`src/rtl/rob_commit_if.sv`:
```
// Rename/CDB/commit bundle for the in-order retire buffer.
// Latency: n/a (wires only). master = rename/CDB/free-list side, slave = rob_commit.
// Backpressure: alloc_ready_o gates alloc_en_i; commit_stall_i holds retirement.
// Ports: alloc_* (push one rename result), cdb_* (completion), commit_*/free_* (retire outputs),
//        count_o/empty_o (occupancy).
interface rob_commit_if #(
  parameter int IDXW = 4
);
  logic            alloc_en_i;
  logic            alloc_has_rd_i;
  logic [4:0]      alloc_rd_addr_i;
  logic [4:0]      alloc_prd_i;
  logic [4:0]      alloc_old_prd_i;
  logic            alloc_ready_o;
  logic [IDXW-1:0] alloc_idx_o;
  logic            cdb_en_i;
  logic [IDXW-1:0] cdb_idx_i;
  logic            commit_stall_i;
  logic            commit_en_o;
  logic [4:0]      commit_rd_addr_o;
  logic [4:0]      commit_prd_o;
  logic            free_en_o;
  logic [4:0]      free_addr_o;
  logic [IDXW:0]   count_o;
  logic            empty_o;

  modport master (
    output alloc_en_i, alloc_has_rd_i, alloc_rd_addr_i, alloc_prd_i, alloc_old_prd_i,
    output cdb_en_i, cdb_idx_i, commit_stall_i,
    input  alloc_ready_o, alloc_idx_o, commit_en_o, commit_rd_addr_o, commit_prd_o,
    input  free_en_o, free_addr_o, count_o, empty_o
  );

  modport slave (
    input  alloc_en_i, alloc_has_rd_i, alloc_rd_addr_i, alloc_prd_i, alloc_old_prd_i,
    input  cdb_en_i, cdb_idx_i, commit_stall_i,
    output alloc_ready_o, alloc_idx_o, commit_en_o, commit_rd_addr_o, commit_prd_o,
    output free_en_o, free_addr_o, count_o, empty_o
  );
endinterface

```
`src/rtl/rob_commit.sv`:
```
// In-order retire buffer: records rename allocations, marks them done from the CDB,
// retires in program order and returns the displaced physical register to the free list.
// Latency: CDB at edge N on the head entry -> retire at edge N+1 -> commit/free pulse the cycle after.
// Backpressure: alloc refused while full (no same-cycle retire bypass); commit_stall_i holds retirement.
// Ports: clk_i, reset_i (async active-low), bus (rob_commit_if.slave).
module rob_commit #(
  parameter int DEPTH = 16,
  parameter int IDXW  = 4
) (
  input logic         clk_i,
  input logic         reset_i,
  rob_commit_if.slave bus
);

  localparam logic [IDXW:0] FULL_CNT = (IDXW + 1)'(DEPTH);

  logic [DEPTH-1:0] valid_q;
  logic [DEPTH-1:0] done_q;
  logic [DEPTH-1:0] has_rd_q;
  logic [4:0]       rd_q      [DEPTH];
  logic [4:0]       prd_q     [DEPTH];
  logic [4:0]       old_prd_q [DEPTH];

  logic [IDXW-1:0]  head_q;
  logic [IDXW-1:0]  tail_q;
  logic [IDXW:0]    count_q;

  logic             commit_en_q;
  logic [4:0]       commit_rd_q;
  logic [4:0]       commit_prd_q;
  logic             free_en_q;
  logic [4:0]       free_addr_q;

  logic             alloc_ready;
  logic             alloc_fire;
  logic             retire;
  logic             cdb_hit;

  assign alloc_ready = (count_q < FULL_CNT);
  assign alloc_fire  = bus.alloc_en_i & alloc_ready;
  assign retire      = valid_q[head_q] & done_q[head_q] & ~bus.commit_stall_i;
  assign cdb_hit     = bus.cdb_en_i & valid_q[bus.cdb_idx_i];

  // Payload is only meaningful while valid, so it needs no reset.
  always_ff @(posedge clk_i) begin
    if (alloc_fire) begin
      has_rd_q[tail_q]  <= bus.alloc_has_rd_i;
      rd_q[tail_q]      <= bus.alloc_rd_addr_i;
      prd_q[tail_q]     <= bus.alloc_prd_i;
      old_prd_q[tail_q] <= bus.alloc_old_prd_i;
    end
  end

  always_ff @(posedge clk_i or negedge reset_i) begin
    if (!reset_i) begin
      valid_q      <= '0;
      done_q       <= '0;
      head_q       <= '0;
      tail_q       <= '0;
      count_q      <= '0;
      commit_en_q  <= 1'b0;
      commit_rd_q  <= '0;
      commit_prd_q <= '0;
      free_en_q    <= 1'b0;
      free_addr_q  <= '0;
    end else begin
      if (cdb_hit) begin
        done_q[bus.cdb_idx_i] <= 1'b1;
      end
      // Alloc only ever targets an invalid slot (tail != head unless empty, and
      // nothing retires when empty), so it cannot collide with the retire clear.
      if (alloc_fire) begin
        valid_q[tail_q] <= 1'b1;
        done_q[tail_q]  <= 1'b0;
        tail_q          <= tail_q + 1'b1;
      end
      // Placed after the CDB update so a completion aimed at the retiring slot is dropped.
      if (retire) begin
        valid_q[head_q] <= 1'b0;
        done_q[head_q]  <= 1'b0;
        head_q          <= head_q + 1'b1;
        commit_rd_q     <= rd_q[head_q];
        commit_prd_q    <= prd_q[head_q];
        free_addr_q     <= old_prd_q[head_q];
      end
      commit_en_q <= retire;
      // Physical register 0 is hardwired and never returns to the free list.
      free_en_q   <= retire & has_rd_q[head_q] & (old_prd_q[head_q] != 5'd0);

      unique case ({alloc_fire, retire})
        2'b10:   count_q <= count_q + 1'b1;
        2'b01:   count_q <= count_q - 1'b1;
        default: count_q <= count_q;
      endcase
    end
  end

  assign bus.alloc_ready_o    = alloc_ready;
  assign bus.alloc_idx_o      = tail_q;
  assign bus.commit_en_o      = commit_en_q;
  assign bus.commit_rd_addr_o = commit_rd_q;
  assign bus.commit_prd_o     = commit_prd_q;
  assign bus.free_en_o        = free_en_q;
  assign bus.free_addr_o      = free_addr_q;
  assign bus.count_o          = count_q;
  assign bus.empty_o          = (count_q == '0);

endmodule

```
`src/flat_wrapper.sv`:
```
// flat-port wrapper written by rule: the top's interface ports become plain ports
module rob_commit_flat 
#(
  parameter int DEPTH = 16,
  parameter int IDXW  = 4
)
  (clk_i, reset_i, bus_alloc_en_i, bus_alloc_has_rd_i, bus_alloc_rd_addr_i, bus_alloc_prd_i, bus_alloc_old_prd_i, bus_cdb_en_i, bus_cdb_idx_i, bus_commit_stall_i, bus_alloc_ready_o, bus_alloc_idx_o, bus_commit_en_o, bus_commit_rd_addr_o, bus_commit_prd_o, bus_free_en_o, bus_free_addr_o, bus_count_o, bus_empty_o);
  rob_commit_if #(.IDXW(IDXW)) bus_i ();
  input logic clk_i;
  input logic reset_i;
  input wire logic [$bits(bus_i.alloc_en_i)-1:0] bus_alloc_en_i;
  input wire logic [$bits(bus_i.alloc_has_rd_i)-1:0] bus_alloc_has_rd_i;
  input wire logic [$bits(bus_i.alloc_rd_addr_i)-1:0] bus_alloc_rd_addr_i;
  input wire logic [$bits(bus_i.alloc_prd_i)-1:0] bus_alloc_prd_i;
  input wire logic [$bits(bus_i.alloc_old_prd_i)-1:0] bus_alloc_old_prd_i;
  input wire logic [$bits(bus_i.cdb_en_i)-1:0] bus_cdb_en_i;
  input wire logic [$bits(bus_i.cdb_idx_i)-1:0] bus_cdb_idx_i;
  input wire logic [$bits(bus_i.commit_stall_i)-1:0] bus_commit_stall_i;
  output wire logic [$bits(bus_i.alloc_ready_o)-1:0] bus_alloc_ready_o;
  output wire logic [$bits(bus_i.alloc_idx_o)-1:0] bus_alloc_idx_o;
  output wire logic [$bits(bus_i.commit_en_o)-1:0] bus_commit_en_o;
  output wire logic [$bits(bus_i.commit_rd_addr_o)-1:0] bus_commit_rd_addr_o;
  output wire logic [$bits(bus_i.commit_prd_o)-1:0] bus_commit_prd_o;
  output wire logic [$bits(bus_i.free_en_o)-1:0] bus_free_en_o;
  output wire logic [$bits(bus_i.free_addr_o)-1:0] bus_free_addr_o;
  output wire logic [$bits(bus_i.count_o)-1:0] bus_count_o;
  output wire logic [$bits(bus_i.empty_o)-1:0] bus_empty_o;
  assign bus_i.alloc_en_i = bus_alloc_en_i;
  assign bus_i.alloc_has_rd_i = bus_alloc_has_rd_i;
  assign bus_i.alloc_rd_addr_i = bus_alloc_rd_addr_i;
  assign bus_i.alloc_prd_i = bus_alloc_prd_i;
  assign bus_i.alloc_old_prd_i = bus_alloc_old_prd_i;
  assign bus_i.cdb_en_i = bus_cdb_en_i;
  assign bus_i.cdb_idx_i = bus_cdb_idx_i;
  assign bus_i.commit_stall_i = bus_commit_stall_i;
  assign bus_alloc_ready_o = bus_i.alloc_ready_o;
  assign bus_alloc_idx_o = bus_i.alloc_idx_o;
  assign bus_commit_en_o = bus_i.commit_en_o;
  assign bus_commit_rd_addr_o = bus_i.commit_rd_addr_o;
  assign bus_commit_prd_o = bus_i.commit_prd_o;
  assign bus_free_en_o = bus_i.free_en_o;
  assign bus_free_addr_o = bus_i.free_addr_o;
  assign bus_count_o = bus_i.count_o;
  assign bus_empty_o = bus_i.empty_o;
  rob_commit #(.DEPTH(DEPTH), .IDXW(IDXW)) u_core (.clk_i(clk_i), .reset_i(reset_i), .bus(bus_i));
endmodule
```
`config.mk`:
```
export PLATFORM = sky130hd
export DESIGN_NAME = rob_commit_flat
export DESIGN_NICKNAME = d
export VERILOG_FILES = /design/src/rtl/rob_commit_if.sv /design/src/rtl/rob_commit.sv /design/src/flat_wrapper.sv
export SDC_FILE = /design/constraint.sdc
export NUM_CORES = 1
export LEC_CHECK = 0
export ABC_CLOCK_PERIOD_IN_PS = 3200
export CORE_MARGIN = 4
export CORE_UTILIZATION = 35
export DETAILED_ROUTE_END_ITERATION = 8
export GPL_TIMING_DRIVEN = 0
export HOLD_SLACK_MARGIN = 0.08
export SYNTH_ARGS = -nofsm -noshare
export SYNTH_HDL_FRONTEND = slang
export SYNTH_SLANG_ARGS = --single-unit
```
`constraint.sdc`:
```
create_clock -name clk_i -period 3.2 [get_ports clk_i]
set_clock_uncertainty 0.1 [all_clocks]
set_input_delay 0.64 -clock clk_i [delete_from_list [all_inputs] [get_ports clk_i]]
set_output_delay 0.64 -clock clk_i [all_outputs]
set_load 0.1 [all_outputs]
```
### Word-level counts from Yosys, hierarchy flattened

Memory sizes are Yosys's and may differ from the RTL's. A register that Yosys moved wholly into a read port is not among the register bits.
Cells that the tools add are included.

| word-level totals | value |
|---|---|
| flip-flop bits (word level) | 68 |
| output and inout port bits | 28 |
| memory bits (writable) | 240 |
| input bits | 25 |
| ROM bits | 0 |
| bits in latches | 0 |
| memories kept | 3 |

| operators by class | value |
|---|---|
| div/mod/pow operators | 0 |
| equality and inequality tests | 2 |
| $mul | 0 |
| shift-type cells | 0 |
| $lt $le $gt $ge | 7 |
| muxes and demuxes | 23 |
| bitwise gates (word level) | 14 |
| $add $sub $neg | 4 |
| reduce and logical (&&, ||, !) cells | 8 |

Memory list:

| name | depth | width | rd ports | clocked after Yosys merged registers in | wr ports | RTL line | source |
|---|---|---|---|---|---|---|---|
| u_core.old_prd_q | 16 | 5 | 1 | 0 | 1 | rob_commit.sv:22 | `logic [4:0] old_prd_q [DEPTH];` |
| u_core.prd_q | 16 | 5 | 1 | 1 | 1 | rob_commit.sv:21 | `logic [4:0] prd_q [DEPTH];` |
| u_core.rd_q | 16 | 5 | 1 | 1 | 1 | rob_commit.sv:20 | `logic [4:0] rd_q [DEPTH];` |

Operators with widths:

| cell | number |
|---|---|
| $mux 16 | 5 |
| $and 16x16->16 | 3 |
| $not 16->16 | 2 |
| $or 16x16->16 | 2 |
| $bmux 1 s4 | 4 |
| $bwmux 16 | 1 |
| $lt 4x5->1 const B | 3 |
| $demux 1 s4 | 3 |
| $ge 4x1->1 const B | 3 |
| $pmux 5 s2 | 1 |
| $mux 1 | 9 |
| $add 4x1->4 const B | 2 |
| $and 1x1->1 | 6 |
| $add 5x1->5 const B | 1 |
| $logic_not 5->1 | 1 |
| $lt 5x5->1 const B | 1 |
| $reduce_bool 5->1 | 1 |
| $sub 5x1->5 const B | 1 |
| $logic_and 1x1->1 | 3 |
| $eq 2x1->1 const B | 1 |
| $eq 2x2->1 const B | 1 |
| $logic_not 1->1 | 2 |
| $reduce_bool 2->1 | 1 |
| $not 1->1 | 1 |

### Depth between registers and ports, before layout

| depth | value |
|---|---|
| depth in word-level cells | 10 |
| depth in mapped cells | 14 |

### Least setup slack after synthesis

No wires, ideal clock.

| timing path | value |
|---|---|
| path kind | register -> output |
| from | register u_core.count_q[1] (netlist: u_core.bus.count_o[1]) |
| to | output port bus_empty_o |
| required time | 2460 ps |
| setup slack | -1797 ps |
| cell stages (with the launch flop) | 4 |
| data arrival time | 4257 ps |
| path through | dfrtp_1 > clkbuf_1 > nor2_1 > nor4b_1 |

| between the ends | value |
|---|---|
| longest elaborated chain between the ends | 1 |

RTL lines:

| item | RTL line | source |
|---|---|---|
| start: declaration | rob_commit.sv:26 | `logic [IDXW:0] count_q;` |
| start signal: assignment | rob_commit.sv:91 | `2'b10: count_q <= count_q + 1'b1;` |
| start signal: assignment | rob_commit.sv:92 | `2'b01: count_q <= count_q - 1'b1;` |
| start signal: assignment | rob_commit.sv:93 | `default: count_q <= count_q;` |
| $logic_not 5->1 | rob_commit.sv:106 | `assign bus.empty_o = (count_q == '0);` |
| end: declaration | flat_wrapper.sv:27 | `output wire logic [$bits(bus_i.empty_o)-1:0] bus_empty_o;` |

No other way between the ends.

### Worst setup path in the final report

| timing path | value |
|---|---|
| from | register u_core.head_q[0] |
| to | register u_core.count_q[4] (netlist: u_core.bus.count_o[4]) |

| between the ends | value |
|---|---|
| longest elaborated chain between the ends | 6 |
| elaborated cells between the ends (all ways) | 10 |
| those cells by class | eq/ne: 2; mux: 5; bitwise: 2; reduce/logical: 1 |

RTL lines:

| item | RTL line | source |
|---|---|---|
| start: declaration | rob_commit.sv:24 | `logic [IDXW-1:0] head_q;` |
| start signal: assignment | rob_commit.sv:81 | `head_q <= head_q + 1'b1;` |
| $bmux 1 s4 | rob_commit.sv:41 | `assign retire = valid_q[head_q] & done_q[head_q] & ~bus.commit_stall_i;` |
| $mux 1 (not written as such) | rob_commit.sv:41 |  |
| $and 1x1->1 * (2 in a row) | rob_commit.sv:41 |  |
| via u_core.retire | rob_commit.sv:36 | `logic retire;` |
| $eq 2x1->1 / $eq 2x2->1 (equally long branches) | rob_commit.sv:90 | `unique case ({alloc_fire, retire})` |
| $pmux 5 s2 / $reduce_bool 2->1 (equally long branches) | -- |  |

Mark *: on every way through the listed nets, which the timed path passes. The rest lies on a longest branch. The select of a mux whose other input is x is not followed.
A chain may end at the register's enable or synchronous reset.

==> results.ini <==
[yosys]
syn_nets = 671
synthTopCellsByCount = 256 x edfxtp_1, 78 x mux4_2, 62 x dfrtp_1, 23 x nor2_1
netlist_area_sq_um = 12800
synthArstFlopShare = 0.195
ys.flop_type = edfxtp_1
synth_seq_cells = 318
synthDistinctLibCells = 43
synth_cells = 634
avgSynthCellArea_sq_um = 20.2
synth_area_leaders = edfxtp_1 60%, mux4_2 14%, dfrtp_1 12%, mux4_1 1.6%, ha_1 1.2%
synth_edf_count = 256
synth.most_common_cell = edfxtp_1
yosysTopAreaCell = edfxtp_1
yosysWarnings = 0
yosysSeqAreaShare = 0.721
synth_top_area_share = 0.600

[critical_path]
cp-startpoint = u_core.head_q[0]$_DFFE_PN0N_
rr_endpoint = u_core.bus.count_o[4]$_DFFE_PN0P_
path_common_cell = a22oi_2
path_delay_family = compound AO/OA/AOI/OAI gates
start_kind = flip-flop
path_class = flip-flop to flip-flop
cp_cell_sequence = buf_12, mux4_2, a22oi_2, a22oi_2, buf_6, ha_4, xor2_1, ha_2, a21boi_2, o221ai_2, a21o_1, a21oi_2, xnor2_1
end_kind = flip-flop
ff2ff_setup_slack_ns = 0.1
slowest_stage = mux4_2
crit_fanout = 6
worstPathArrival_ns = 3.44
cp.buffers_inverters = 2
reg2reg_depth = 13
critPathMaxStageDelay_ns = 0.54
reg2reg_from = u_core.head_q[0]$_DFFE_PN0N_
worstPathRequired_ns = 3.54

[clocking]
cts_tree = built
hold_buffers = 0
cts-buffers-inserted = 35
htree_levels = 2
cts_buffer_depth = 3
clk_pin_slew_ns = 0.06
clk_latency_ns = 0.52
cts_root_buf = clkbuf_16
clock_sinks = 318

[grt]
grt_pass1_vias = 6850
antenna_found_initial = 2
grt.overflow.total = 0
grt_pass1_wl_mm = 44.8
grt_usage = 0.153
grt_max_degree = 63

[final_layout]
finalNonFillerCells = 1241
multi_input_area_sq_um = 3440
fin_util = 0.435
num_antenna_cells = 0
area_growth_pct = 21.5
drive_gt1_frac = 0.288
nNetsFinal = 791
register_area_sq_um = 9240
fill_cells = 3060

[power_and_ir_drop]
power.total_uw = 8480
ir_drop_mv = 0.296
power_density_nw_per_um2 = 545
p_leak_uw = 0.00545

[route]
drt_pre_antenna_iters = 5
wl_per_cell_um = 24.3
vias = 6597
postRouteAntennaNets = 0
via_per_inst = 5.32
drt_wl_total_mm = 30.1
drc = 0
drtIter0Drc = 512

[hold_path]
min_path_type = input pin to async pin

[sta]
fmax_mhz = 322
timing.final.crit_share = 0.970
period_needed_ns = 3.10
timing.hold.ws_ns = 0.146
rsz0062_at_grt = yes
slew_violations = 0
slew_headroom = 0.330
hold_viol = 0
tns_ns = 0
setup_violations = 0
max_slew.worst_pin.slew_ns = 1.01

[floorplanning]
die_area_sq_um = 39700
num_rows = 69
die_w_um = 199
dieHeight_um = 199
boundaryPins = 53
design.core.area_sq_um = 35800
initial_core_util = 0.358

[run]
maxCapViolCount = 0

[placement]
gp_congestion = 0.749
place_inst = 1165
io_buffers = 51
dpl.hpwl_mm = 19.5

[status]
status = finished, final reports clean

[area by class of cell]
type / instances / share of cell area
Clock buffer: 46 / 0.0603
Timing Repair Buffer: 84 / 0.0603
Clock inverter: 17 / 0.0109
Inverter: 8 / 0.00193
Tap cell: 461 / 0.0370
Multi-Input combinational cell: 273 / 0.221
Buffer: 34 / 0.0154
Sequential cell: 318 / 0.593
[through the flow]
step | worst slack [ns] | instance area, sq um
after floorplan | 0.000475 | 12900
after global placement | -2.47 | 13900
after detailed placement | -0.381 | 14300
after CTS | -0.143 | 15400
after global routing | -0.0503 | 15600
final | 0.0974 | 15600
[routing by layer]
metal,up-vias,global-route usage,part of all wire
met4,4,0.0486,0.027
li1,2861,-,-
met2,204,0.254,0.50
met1,3472,0.203,0.41
met5,-,0,0.0010
met3,56,0.0354,0.056
[flip-flops by register name (all words and copies together) (netlist names), 16 cells and up]
signal and count:
u_core.done_q 16, u_core.has_rd_q 16, u_core.old_prd_q 80, u_core.prd_q 80, u_core.rd_q 80, u_core.valid_q 16
[worst max-delay path by stage]
stage,to,slack (ns),depth (start not counted)
6_report,u_core.bus.count_o[4]$_DFFE_PN0P_,0.1,13
5_1_grt,u_core.bus.count_o[4]$_DFFE_PN0P_,-0.05,13
4_1_cts,u_core.bus.count_o[4]$_DFFE_PN0P_,-0.14,14
3_5_place_dp,u_core.bus.count_o[4]$_DFFE_PN0P_,-0.38,14
3_3_place_gp,u_core.prd_q[3][0]$_DFFE_PP_,-2.47,5
2_1_floorplan,u_core.bus.count_o[4]$_DFFE_PN0P_,0.0005,14
[kinds of logic after synthesis]
| kind of cell | share of synthesized area |
|---|---|
| mux | 0.170 |
| simple gates | 0.0272 |
| flops | 0.721 |
| buf+inv | 0.0196 |
| fa+ha+maj | 0.0117 |
| xor+xnor | 0.00820 |
| compound gates | 0.0420 |
[cell usage in the layout (no fill, tap or decap), drive strengths merged, types with 2 or more instances in the layout]
cell type / Yosys / layout
buf: 18 / 51
and2: 3 / 3
o21ai: 3 / 3
clkdlybuf4s50: 0 / 49
a31oi: 7 / 7
a22o: 2 / 2
nor2: 23 / 23
edfxtp: 256 / 256
clkbuf: 17 / 63
and3b: 4 / 4
nor3b: 4 / 4
nor3: 5 / 5
mux4: 86 / 86
a211oi: 4 / 4
xor2: 5 / 5
a21oi: 19 / 19
nor2b: 3 / 3
ha: 12 / 12
o22a: 9 / 9
nand4: 2 / 2
a311oi: 12 / 12
xnor2: 7 / 7
mux2: 15 / 15
bufinv: 0 / 3
a22oi: 14 / 14
inv: 8 / 9
clkinv: 0 / 13
dfrtp: 62 / 62
nand2: 19 / 19
nand2b: 4 / 4
[timing repair]
item / CTS / global route
resized for setup: 12 / 9
gates cloned: 0 / 1
setup endpoints to repair: 3 / 14
setup buffers: 1 / 12
pin swaps: 0 / 6
[where the power goes]
part / internal (uW) / switching, uW
sequential: 4480 / 3.51
clock: 2320 / 1560
combinational: 34.4 / 87.1
Note: power is estimated with default switching activity, not from simulation.
==> variant: new RTL, config.mk and constraints unchanged <==
`IDXW` is set to 4 in 3 places; all go to 5.
--- a/src/rtl/rob_commit_if.sv
+++ b/src/rtl/rob_commit_if.sv
@@ -6,3 +6,3 @@
 interface rob_commit_if #(
-  parameter int IDXW = 4
+  parameter int IDXW = 5
 );
--- a/src/rtl/rob_commit.sv
+++ b/src/rtl/rob_commit.sv
@@ -7,3 +7,3 @@
   parameter int DEPTH = 16,
-  parameter int IDXW  = 4
+  parameter int IDXW  = 5
 ) (
--- a/src/flat_wrapper.sv
+++ b/src/flat_wrapper.sv
@@ -4,3 +4,3 @@
   parameter int DEPTH = 16,
-  parameter int IDXW  = 4
+  parameter int IDXW  = 5
 )
Ports: changed (resized bus_alloc_idx_o, bus_cdb_idx_i and bus_count_o); port bits go from 53 to 56. No check against the original RTL was run, so the function may have changed too.
==> variant against the unedited design <==
  * Global-route usage up 0.22 points
  * Sequential cell count up 3
  * Worst setup slack worse by 0.00059 ns
  * Wire length up 5.2%
  * Area after synthesis up 2.5%
  * Via count up 6.4%
  * Design area up 2.9%
  * Critical path depth down 9
Power is not compared: it rests on default switching activity, and its combinational part moved more than twofold at a synthesized area within 25%.
==> variant: results <==
[logic_synthesis]
postSynth.asyncResetShare_pct = 20.25
yosysSeqAreaShare_pct = 70.89
syn_inst = 703
synth_common_cells = "edfxtp_1 (256), mux4_2 (83), dfrtp_1 (65)"
syn_nets = 742
yosys-top-cells-area = "edfxtp_1 (59%), mux4_2 (14%), dfrtp_1 (12%)"

[route]
avgRoutedWirePerCell_um = 24.12
met1_length_um = 13800
dr_wl_met3_um = 1963
num_vias = 7018
totalWireLength_um = 31690
met2WireLength_um = 15370
dr.first_iter.drc_count = 589

[worst_setup_path]
crit_path_max_fanout = 8
cp_top_family = "buffers and inverters"
reg2reg_from = "u_core.bus.count_o[4]"
ff2ff_path_depth = 5
r2r_end = "u_core.old_prd_q[0][3]"
worstPathArrival_ns = 2.36
rrSetupSlack_ns = 0.20
slowest_delay_ns = 0.82
crit_path_top_delay_cell = "clkdlybuf4s15_1"

[grt]
antenna_found_initial = 1
grt_usage_pct = 15.55
grt_pass1_wl_um = 47620
first_global_vias = 7273
grt_max_degree = 56

[placed_design]
placed_cell_area_mm2 = 0.01465
dp_slack_ns = -0.7647
port_buffers = 53
place.gp.congestion = 0.7596
hpwl_um = 20880
place_inst = 1241

[hold_path]
hold_class = "reg -> reg"

[cts]
numCtsBuffers = 36

[status]
status = "complete, no violations"

[finish]
nFillCells = 3188
drive_above_1_share_pct = 27.69
finalNetCount = 856

[timing]
slew-limit-headroom_pct = 31.16
final.setup.worst_slack_ns = 0.09681
==> variant: cell types whose count changed after synthesis, moves of 7 or more <==
cell,change
clkbuf_1,+7
a21oi_1,+13
a311oi_1,-12
o22ai_1,+12
o22a_1,-9
nor2_1,+35
==> variant: how the worst max path moves through the flow <==
stage	startpoint	slack, ns	end	cells past startpoint
3_5_place_dp	u_core.head_q[3]	-0.76	u_core.bus.count_o[4]	15
2_1_floorplan	u_core.head_q[0]	-0.06	u_core.bus.count_o[5]	11
5_1_grt	u_core.head_q[2]	-0.009	u_core.bus.count_o[4]	13
4_1_cts	u_core.head_q[1]	0.003	u_core.bus.count_o[5]	10
3_3_place_gp	reset_i	-1.24	u_core.bus.count_o[5]	1
6_report	u_core.bus.count_o[2]	0.1	bus_empty_o	4
==> variant: layout make-up <==
type | instances | area share [%]
flip-flops and latches | 321 | 58.15
multi-input cells | 329 | 23.08
clock buffers | 50 | 6.529
repair buffers | 78 | 5.498
well taps | 468 | 3.655
plain buffers | 42 | 1.742
clock inverters | 16 | 1.125
inverters | 9 | 0.2109
diodes | 1 | 0.01562
==> variant: power breakdown <==
| group | total, W | internal (W) | leakage, nW | switching (W) |
|---|---|---|---|---|
| sequential | 0.00539 | 0.00503 | 3.12 | 0.000358 |
| clock | 0.00417 | 0.00255 | 0.601 | 0.00163 |
| combinational | 0.00561 | 0.00222 | 1.72 | 0.00339 |
| total | 0.0152 | 0.00980 | 5.44 | 0.00538 |
==> variant: cell families after synthesis <==
| group | count (synthesis) | share of synthesized area, % |
|---|---|---|
| adders and majority gates | 13 | 1.238 |
| and+or+nand+nor | 122 | 4.495 |
| xor gates and xnor gates | 13 | 0.8666 |
| AOI/OAI and AO/OA | 78 | 3.704 |
| buffers and inverters | 53 | 2.257 |
| DFF | 321 | 70.89 |
| muxes | 103 | 16.55 |
==> variant: timing repair <==
action | in CTS | in global routing
setup endpoints to repair | 6 | 10
resized for setup | 19 | 10
endpoints found under the hold margin | 10 | 0
hold buffers | 1 | 0
setup buffers | 5 | 1
pin swaps | 2 | 4
cloned | 1 | 0
==> variant: per-stage QoR <==
stage               util [%]  hold WS [ns]  power (W)   TNS (ns)
global route           43.55        0.4263    0.01584  -0.008755
detailed placement     39.81        0.3928    0.01097     -39.19
CTS                    43.42        0.4125    0.01529          0
floorplan                  -        0.2444   0.009366   -0.05708
finish                 43.55        0.4090    0.01517          0
global placement       38.87        0.3940    0.01081    -339.93
==> variant: per-layer routing <==
metal | GRT usage (%) | up-vias
met5 | 0 | -
met4 | 3.589 | 0
met3 | 3.610 | 40
met2 | 24.83 | 202
met1 | 21.92 | 3723
li1 | - | 3053
